**config.mk**
```make
export PLATFORM = sky130hd
export DESIGN_NAME = plot_arbiter
export DESIGN_NICKNAME = d
export VERILOG_FILES = /design/src/rtl/plot_pkg.sv /design/src/rtl/rect_sweeper.sv /design/src/rtl/plot_arbiter.sv
export SDC_FILE = /design/constraint.sdc
export NUM_CORES = 1
export LEC_CHECK = 0
export CAP_MARGIN = 25
export CORE_MARGIN = 5
export CORE_UTILIZATION = 43
export CTS_CLUSTER_DIAMETER = 80
export DETAILED_ROUTE_END_ITERATION = 8
export PLACE_DENSITY_LB_ADDON = 0.08
export SLEW_MARGIN = 20
export SYNTH_ARGS = -nofsm -noshare
export SYNTH_HDL_FRONTEND = slang
export SYNTH_SLANG_ARGS = --single-unit
```
**constraint.sdc**
```tcl
create_clock -name clock -period 2.9 [get_ports clock]
set_clock_uncertainty 0.05 [all_clocks]
set_input_delay 0.58 -clock clock [delete_from_list [all_inputs] [get_ports clock]]
set_output_delay 0.58 -clock clock [all_outputs]
set_load 0.005 [all_outputs]
```
**src/rtl/plot_pkg.sv**
```systemverilog
// Shared types and constants for the plot_arbiter rectangle-plot engine.
package plot_pkg;

  typedef enum logic {IDLE = 1'b0, SWEEP = 1'b1} state_t;

  localparam int ARB_FIXED = 0;
  localparam int ARB_RR    = 1;

  // LSB of channel ch inside a packed per-channel field of width w.
  function automatic int field_lsb(input int ch, input int w);
    return ch * w;
  endfunction

endpackage

```
**src/rtl/rect_sweeper.sv**
```systemverilog
// Row-major rectangle walker: column/row counters plus the coordinate adders.
// start clears the counters, step advances them, last flags the final pixel.
module rect_sweeper
  import plot_pkg::*;
#(
  parameter int X_W    = 8,
  parameter int Y_W    = 7,
  parameter int SIZE_W = 4
) (
  input  logic              clock,
  input  logic              reset,
  input  logic              start,
  input  logic              step,
  input  logic [X_W-1:0]    base_x,
  input  logic [Y_W-1:0]    base_y,
  input  logic [SIZE_W-1:0] w,
  input  logic [SIZE_W-1:0] h,
  output logic [X_W:0]      sum_x,
  output logic [Y_W:0]      sum_y,
  output logic              last
);

  logic [SIZE_W-1:0] col_p0;
  logic [SIZE_W-1:0] row_p0;

  always_ff @(posedge clock or posedge reset) begin
    if (reset) begin
      col_p0 <= '0;
      row_p0 <= '0;
    end else if (start) begin
      col_p0 <= '0;
      row_p0 <= '0;
    end else if (step) begin
      if (col_p0 == w) begin
        col_p0 <= '0;
        row_p0 <= (row_p0 == h) ? '0 : row_p0 + 1'b1;
      end else begin
        col_p0 <= col_p0 + 1'b1;
      end
    end
  end

  assign last = (col_p0 == w) && (row_p0 == h);

  // One extra bit keeps the untruncated sum visible for screen clipping.
  assign sum_x = {1'b0, base_x} + (X_W+1)'(col_p0);
  assign sum_y = {1'b0, base_y} + (Y_W+1)'(row_p0);

endmodule

```
**src/rtl/plot_arbiter.sv**
```systemverilog
// N-channel rectangle-plot arbiter driving registered VGA x/y/colour/plot.
// Define PLOT_CLIP_EN to suppress plot for pixels outside SCREEN_W x SCREEN_H.
module plot_arbiter
  import plot_pkg::*;
#(
  parameter int N_CH     = 5,
  parameter int X_W      = 8,
  parameter int Y_W      = 7,
  parameter int COL_W    = 3,
  parameter int SIZE_W   = 4,
  parameter int SCREEN_W = 160,
  parameter int SCREEN_H = 120,
  parameter int ARB_MODE = 0
) (
  input  logic                     clock,
  input  logic                     reset,
  input  logic [N_CH-1:0]          req,
  input  logic [N_CH*X_W-1:0]      req_x,
  input  logic [N_CH*Y_W-1:0]      req_y,
  input  logic [N_CH*SIZE_W-1:0]   req_w,
  input  logic [N_CH*SIZE_W-1:0]   req_h,
  input  logic [N_CH*COL_W-1:0]    req_colour,
  output logic [N_CH-1:0]          ack,
  output logic [N_CH-1:0]          done,
  output logic                     busy,
  output logic [X_W-1:0]           x,
  output logic [Y_W-1:0]           y,
  output logic [COL_W-1:0]         colour,
  output logic                     plot
);

  localparam int IDX_W = (N_CH > 1) ? $clog2(N_CH) : 1;

  state_t             state, state_d;
  logic [IDX_W-1:0]   ptr, win, cur_ch;
  logic               grant, start, last, vld_p1, pix_on;
  int                 rr_idx;
  logic [X_W-1:0]     lat_x;
  logic [Y_W-1:0]     lat_y;
  logic [SIZE_W-1:0]  lat_w, lat_h;
  logic [COL_W-1:0]   lat_col;
  logic [X_W:0]       sum_x;
  logic [Y_W:0]       sum_y;

  function automatic logic on_screen(input logic [X_W:0] sx, input logic [Y_W:0] sy);
    return (int'(sx) < SCREEN_W) && (int'(sy) < SCREEN_H);
  endfunction

  always_comb begin
    grant  = 1'b0;
    win    = '0;
    rr_idx = 0;
    if (ARB_MODE == ARB_RR) begin
      for (int k = 1; k <= N_CH; k++) begin
        rr_idx = (int'(ptr) + k) % N_CH;
        if (!grant && req[rr_idx]) begin
          grant = 1'b1;
          win   = IDX_W'(rr_idx);
        end
      end
    end else begin
      for (int k = N_CH - 1; k >= 0; k--) begin
        if (req[k]) begin
          grant = 1'b1;
          win   = IDX_W'(k);
        end
      end
    end
  end

  assign start = (state == IDLE) && grant;

  always_ff @(posedge clock or posedge reset) begin
    if (reset) state <= IDLE;
    else       state <= state_d;
  end

  always_comb begin
    state_d = state;
    case (state)
      IDLE:  if (grant) state_d = SWEEP;
      SWEEP: if (last)  state_d = IDLE;
    endcase
  end

  // Command fields are captured only in the arbitration cycle.
  always_ff @(posedge clock) begin
    if (start) begin
      lat_x   <= req_x[field_lsb(int'(win), X_W) +: X_W];
      lat_y   <= req_y[field_lsb(int'(win), Y_W) +: Y_W];
      lat_w   <= req_w[field_lsb(int'(win), SIZE_W) +: SIZE_W];
      lat_h   <= req_h[field_lsb(int'(win), SIZE_W) +: SIZE_W];
      lat_col <= req_colour[field_lsb(int'(win), COL_W) +: COL_W];
    end
  end

  rect_sweeper #(
    .X_W    (X_W),
    .Y_W    (Y_W),
    .SIZE_W (SIZE_W)
  ) u_sweeper (
    .clock  (clock),
    .reset  (reset),
    .start  (start),
    .step   (state == SWEEP),
    .base_x (lat_x),
    .base_y (lat_y),
    .w      (lat_w),
    .h      (lat_h),
    .sum_x  (sum_x),
    .sum_y  (sum_y),
    .last   (last)
  );

`ifdef PLOT_CLIP_EN
  assign pix_on = on_screen(sum_x, sum_y);
`else
  logic unused_clip;
  assign pix_on      = 1'b1;
  assign unused_clip = ^{sum_x[X_W], sum_y[Y_W], on_screen(sum_x, sum_y)};
`endif

  // Output stage: one registered pixel per SWEEP cycle
  always_ff @(posedge clock or posedge reset) begin
    if (reset) begin
      ack    <= '0;
      done   <= '0;
      plot   <= 1'b0;
      vld_p1 <= 1'b0;
      x      <= '0;
      y      <= '0;
      colour <= '0;
      cur_ch <= '0;
      ptr    <= IDX_W'(N_CH - 1);
    end else begin
      ack    <= '0;
      done   <= '0;
      plot   <= 1'b0;
      vld_p1 <= 1'b0;
      if (start) begin
        ack[win] <= 1'b1;
        cur_ch   <= win;
        ptr      <= win;
      end
      if (state == SWEEP) begin
        x      <= sum_x[X_W-1:0];
        y      <= sum_y[Y_W-1:0];
        colour <= lat_col;
        plot   <= pix_on;
        vld_p1 <= 1'b1;
        if (last) done[cur_ch] <= 1'b1;
      end
    end
  end

  assign busy = (state == SWEEP) || vld_p1;

endmodule

```
==> impl_metrics.toml <==
[status]
status = "complete, no violations"

[clock_network]
cts-root-buf = "clkbuf_8"
clkSinkCount = 67
post_cts_resized = 0
clock_latency_ns = 0.34
post-cts-setup-buffers = 0
hold_buffers = 0
tritoncts = "built"
cts_inserted_buffers = 9
clockBufferDepth = 2
htree_levels = 3
clkTransAtPathRegs_ns = 0.07

[routing]
drt_iter0_drc = 148
num_vias = 3331
ant_nets = 0
dr_wl_met3_microns = 900
wl_per_cell_microns = 17.8
met1_length_microns = 4710
viasPerCell = 5.27
dr.pass1.iters = 5
met2_length_microns = 5390
drt-total-wl_microns = 11200
drcViolationCount = 0
topRoutingLayerUsed = "met4"

[cells_and_area]
fin_nets = 668
syn2layout_area_growth_pct = 52.8
num_antenna_cells = 0
num-fill-cells = 686
layout-drive-gt1-share = 0.0916

[logic_synthesis]
ys_ff_latch = 67
netlist.area_leader.share = 0.268
ys_top_cells_by_count = "mux2i_1 (46), dfrtp_1 (41), nand2_1 (30)"
async_flop_share = 0.612
syn_inst = 348
synth_cell_type_count = 45
synth_warnings = 0
yosysMostFrequentCell = "mux2i_1"
ys_seq_area_frac = 0.472
syn_area_sq_um = 3830
synth.area.top_cells = "dfrtp_1 (27%), edfxtp_1 (20%), mux2i_1 (12%)"
synth_top_area_cell = "dfrtp_1"
syn-mean-instance-area_sq_um = 11.0
syn_nets = 497
synth-edff-count = 26
ys.flop_type = "dfrtp_1"

[pwr]
irDropWorstVdd_v = 0.000229
p_total_w = 0.00300
leakage_nw = 2.47
power_density_nw_per_um2 = 512

[global_route]
grt_pass1_vias = 3557
grt_usage = 0.207
grt_max_degree = 29
antenna_found_initial = 0
grt_overflow_total = 0
grt_pass1_wl_microns = 18100

[flow_run]
drv_cap = 0

[critical_path]
crit_path_start_kind = "primary input"
critPathSlowestCell = "clkdlybuf4s50_1"
critical_path_class = "primary input to flop"
crit_required_ns = 2.93
path_max_fanout = 27
r2r_start = "u_sweeper.col_p0[1]"
reg2reg_to = "done[1]"
arrival_ns = 2.45
critical_path.top_delay_family = "buffers and inverters"
crit_buf_inv = 2
endpoint_kind = "flop"
cp_cell_sequence = "clkdlybuf4s50_1 -> nor2b_1 -> o21bai_4 -> buf_12 -> mux2i_1 -> a2bb2oi_1 -> o21ai_0"
crit_cells = 7
rrSetupSlack_ns = 0.56
slowest_delay_ns = 0.46
reg2reg_depth = 4

[floorplan]
num_io_pins = 167
core_sq_um = 8720
start_util = 0.439
rows = 34
dieArea_sq_um = 10900
die_w_microns = 104
dieHeight_microns = 104

[timing]
maxSlewViolCount = 0
finalSetupViolations = 0
period_needed_ns = 2.42
grt_setup_unrepaired = "false"
worstMarginPinSlew_ns = 0.501
slew_headroom = 0.661
final.period_utilization = 0.835
fin_setup_tns_ns = 0
hold_violations = 0
clock.fmax_mhz = 413

[min_path]
min_from = "x[4]"
whs_path_depth = 1
worstHoldPathType = "flop to flop"
holdPathEnd = "x[4]"

[placement]
gp_congestion = 0.809
dp_hpwl_microns = 9020
port_buffers = 166
worst reg2reg max path: cells and delay by family, from the launching register on:
kind	cells	cell delay, ns
xor+xnor	1	0.21
simple gates	3	1.50
flops	1	0.46
cell type report:
type	instances	area, sq um	area share
Inverter	15	56.3	0.00962
Multi-Input combinational cell	248	1910	0.326
Tap cell	108	135	0.0231
Clock inverter	5	27.5	0.00470
Timing Repair Buffer	178	1780	0.304
Sequential cell	67	1810	0.309
Clock buffer	11	141	0.0242
flip-flops by register name (all words and copies together), names as in the netlist:
signal            count
ack                   5
colour                3
cur_ch                3
done                  5
lat_col               3
lat_h                 4
lat_w                 4
lat_x                 8
lat_y                 7
state                 1
u_sweeper.col_p0      4
u_sweeper.row_p0      4
vld_p1                1
x                     8
y                     7
logic make-up after synthesis:
| kind of cell | synth area share |
|---|---|
| AOI/OAI and AO/OA | 0.134 |
| xor gates and xnor gates | 0.0389 |
| adders and majority gates | 0.0431 |
| buffers and inverters | 0.0343 |
| DFF | 0.472 |
| muxes | 0.170 |
| and+or+nand+nor | 0.108 |
cell usage in the layout (no fill, tap or decap), types with 11 or more instances in the layout:
master and count:
clkdlybuf4s50_1 166, dfrtp_1 41, edfxtp_1 26, inv_1 14
mux2_2 11, mux2i_1 46, nand2_1 30, nor2_1 17
o21ai_0 27, o221ai_1 13
worst max path at each step:
stage | end | from | slack, ns
3_5_place_dp | lat_y[3] | req[3] | 0.12
2_1_floorplan | cur_ch[0] | req[3] | 0.39
6_report | lat_y[3] | req[3] | 0.48
3_3_place_gp | lat_y[5] | req[3] | 0.23
4_1_cts | lat_y[3] | req[3] | 0.48
5_1_grt | lat_h[3] | req[3] | 0.38
stage by stage:
step / worst slack, ns / std cells / cell area, sq um / utilization / hold WS (ns)
3_5_place_dp: 0.123 / 616 / 5680 / 0.652 / 0.415
3_3_place_gp: 0.234 / 616 / 5680 / 0.652 / 0.413
2_1_floorplan: 0.392 / 348 / 3830 / - / 0.336
5_1_grt: 0.380 / 632 / 5850 / 0.671 / 0.465
6_report: 0.480 / 632 / 5850 / 0.671 / 0.429
4_1_cts: 0.485 / 632 / 5850 / 0.671 / 0.436
power by group:
part	total (W)	leakage (nW)	internal (W)	switching, W
sequential	0.00129	0.741	0.00114	0.000145
clock	0.000673	0.0937	0.000330	0.000343
combinational	0.00104	1.63	0.000636	0.000400
total	0.00300	2.47	0.00211	0.000888
routing by layer:
| layer | GRT usage | vias to the layer above |
|---|---|---|
| met5 | 0 | - |
| met4 | 0.0694 | 0 |
| met3 | 0.0621 | 17 |
| met2 | 0.328 | 131 |
| met1 | 0.269 | 1552 |
| li1 | - | 1631 |
(Power assumes the default switching activity.)
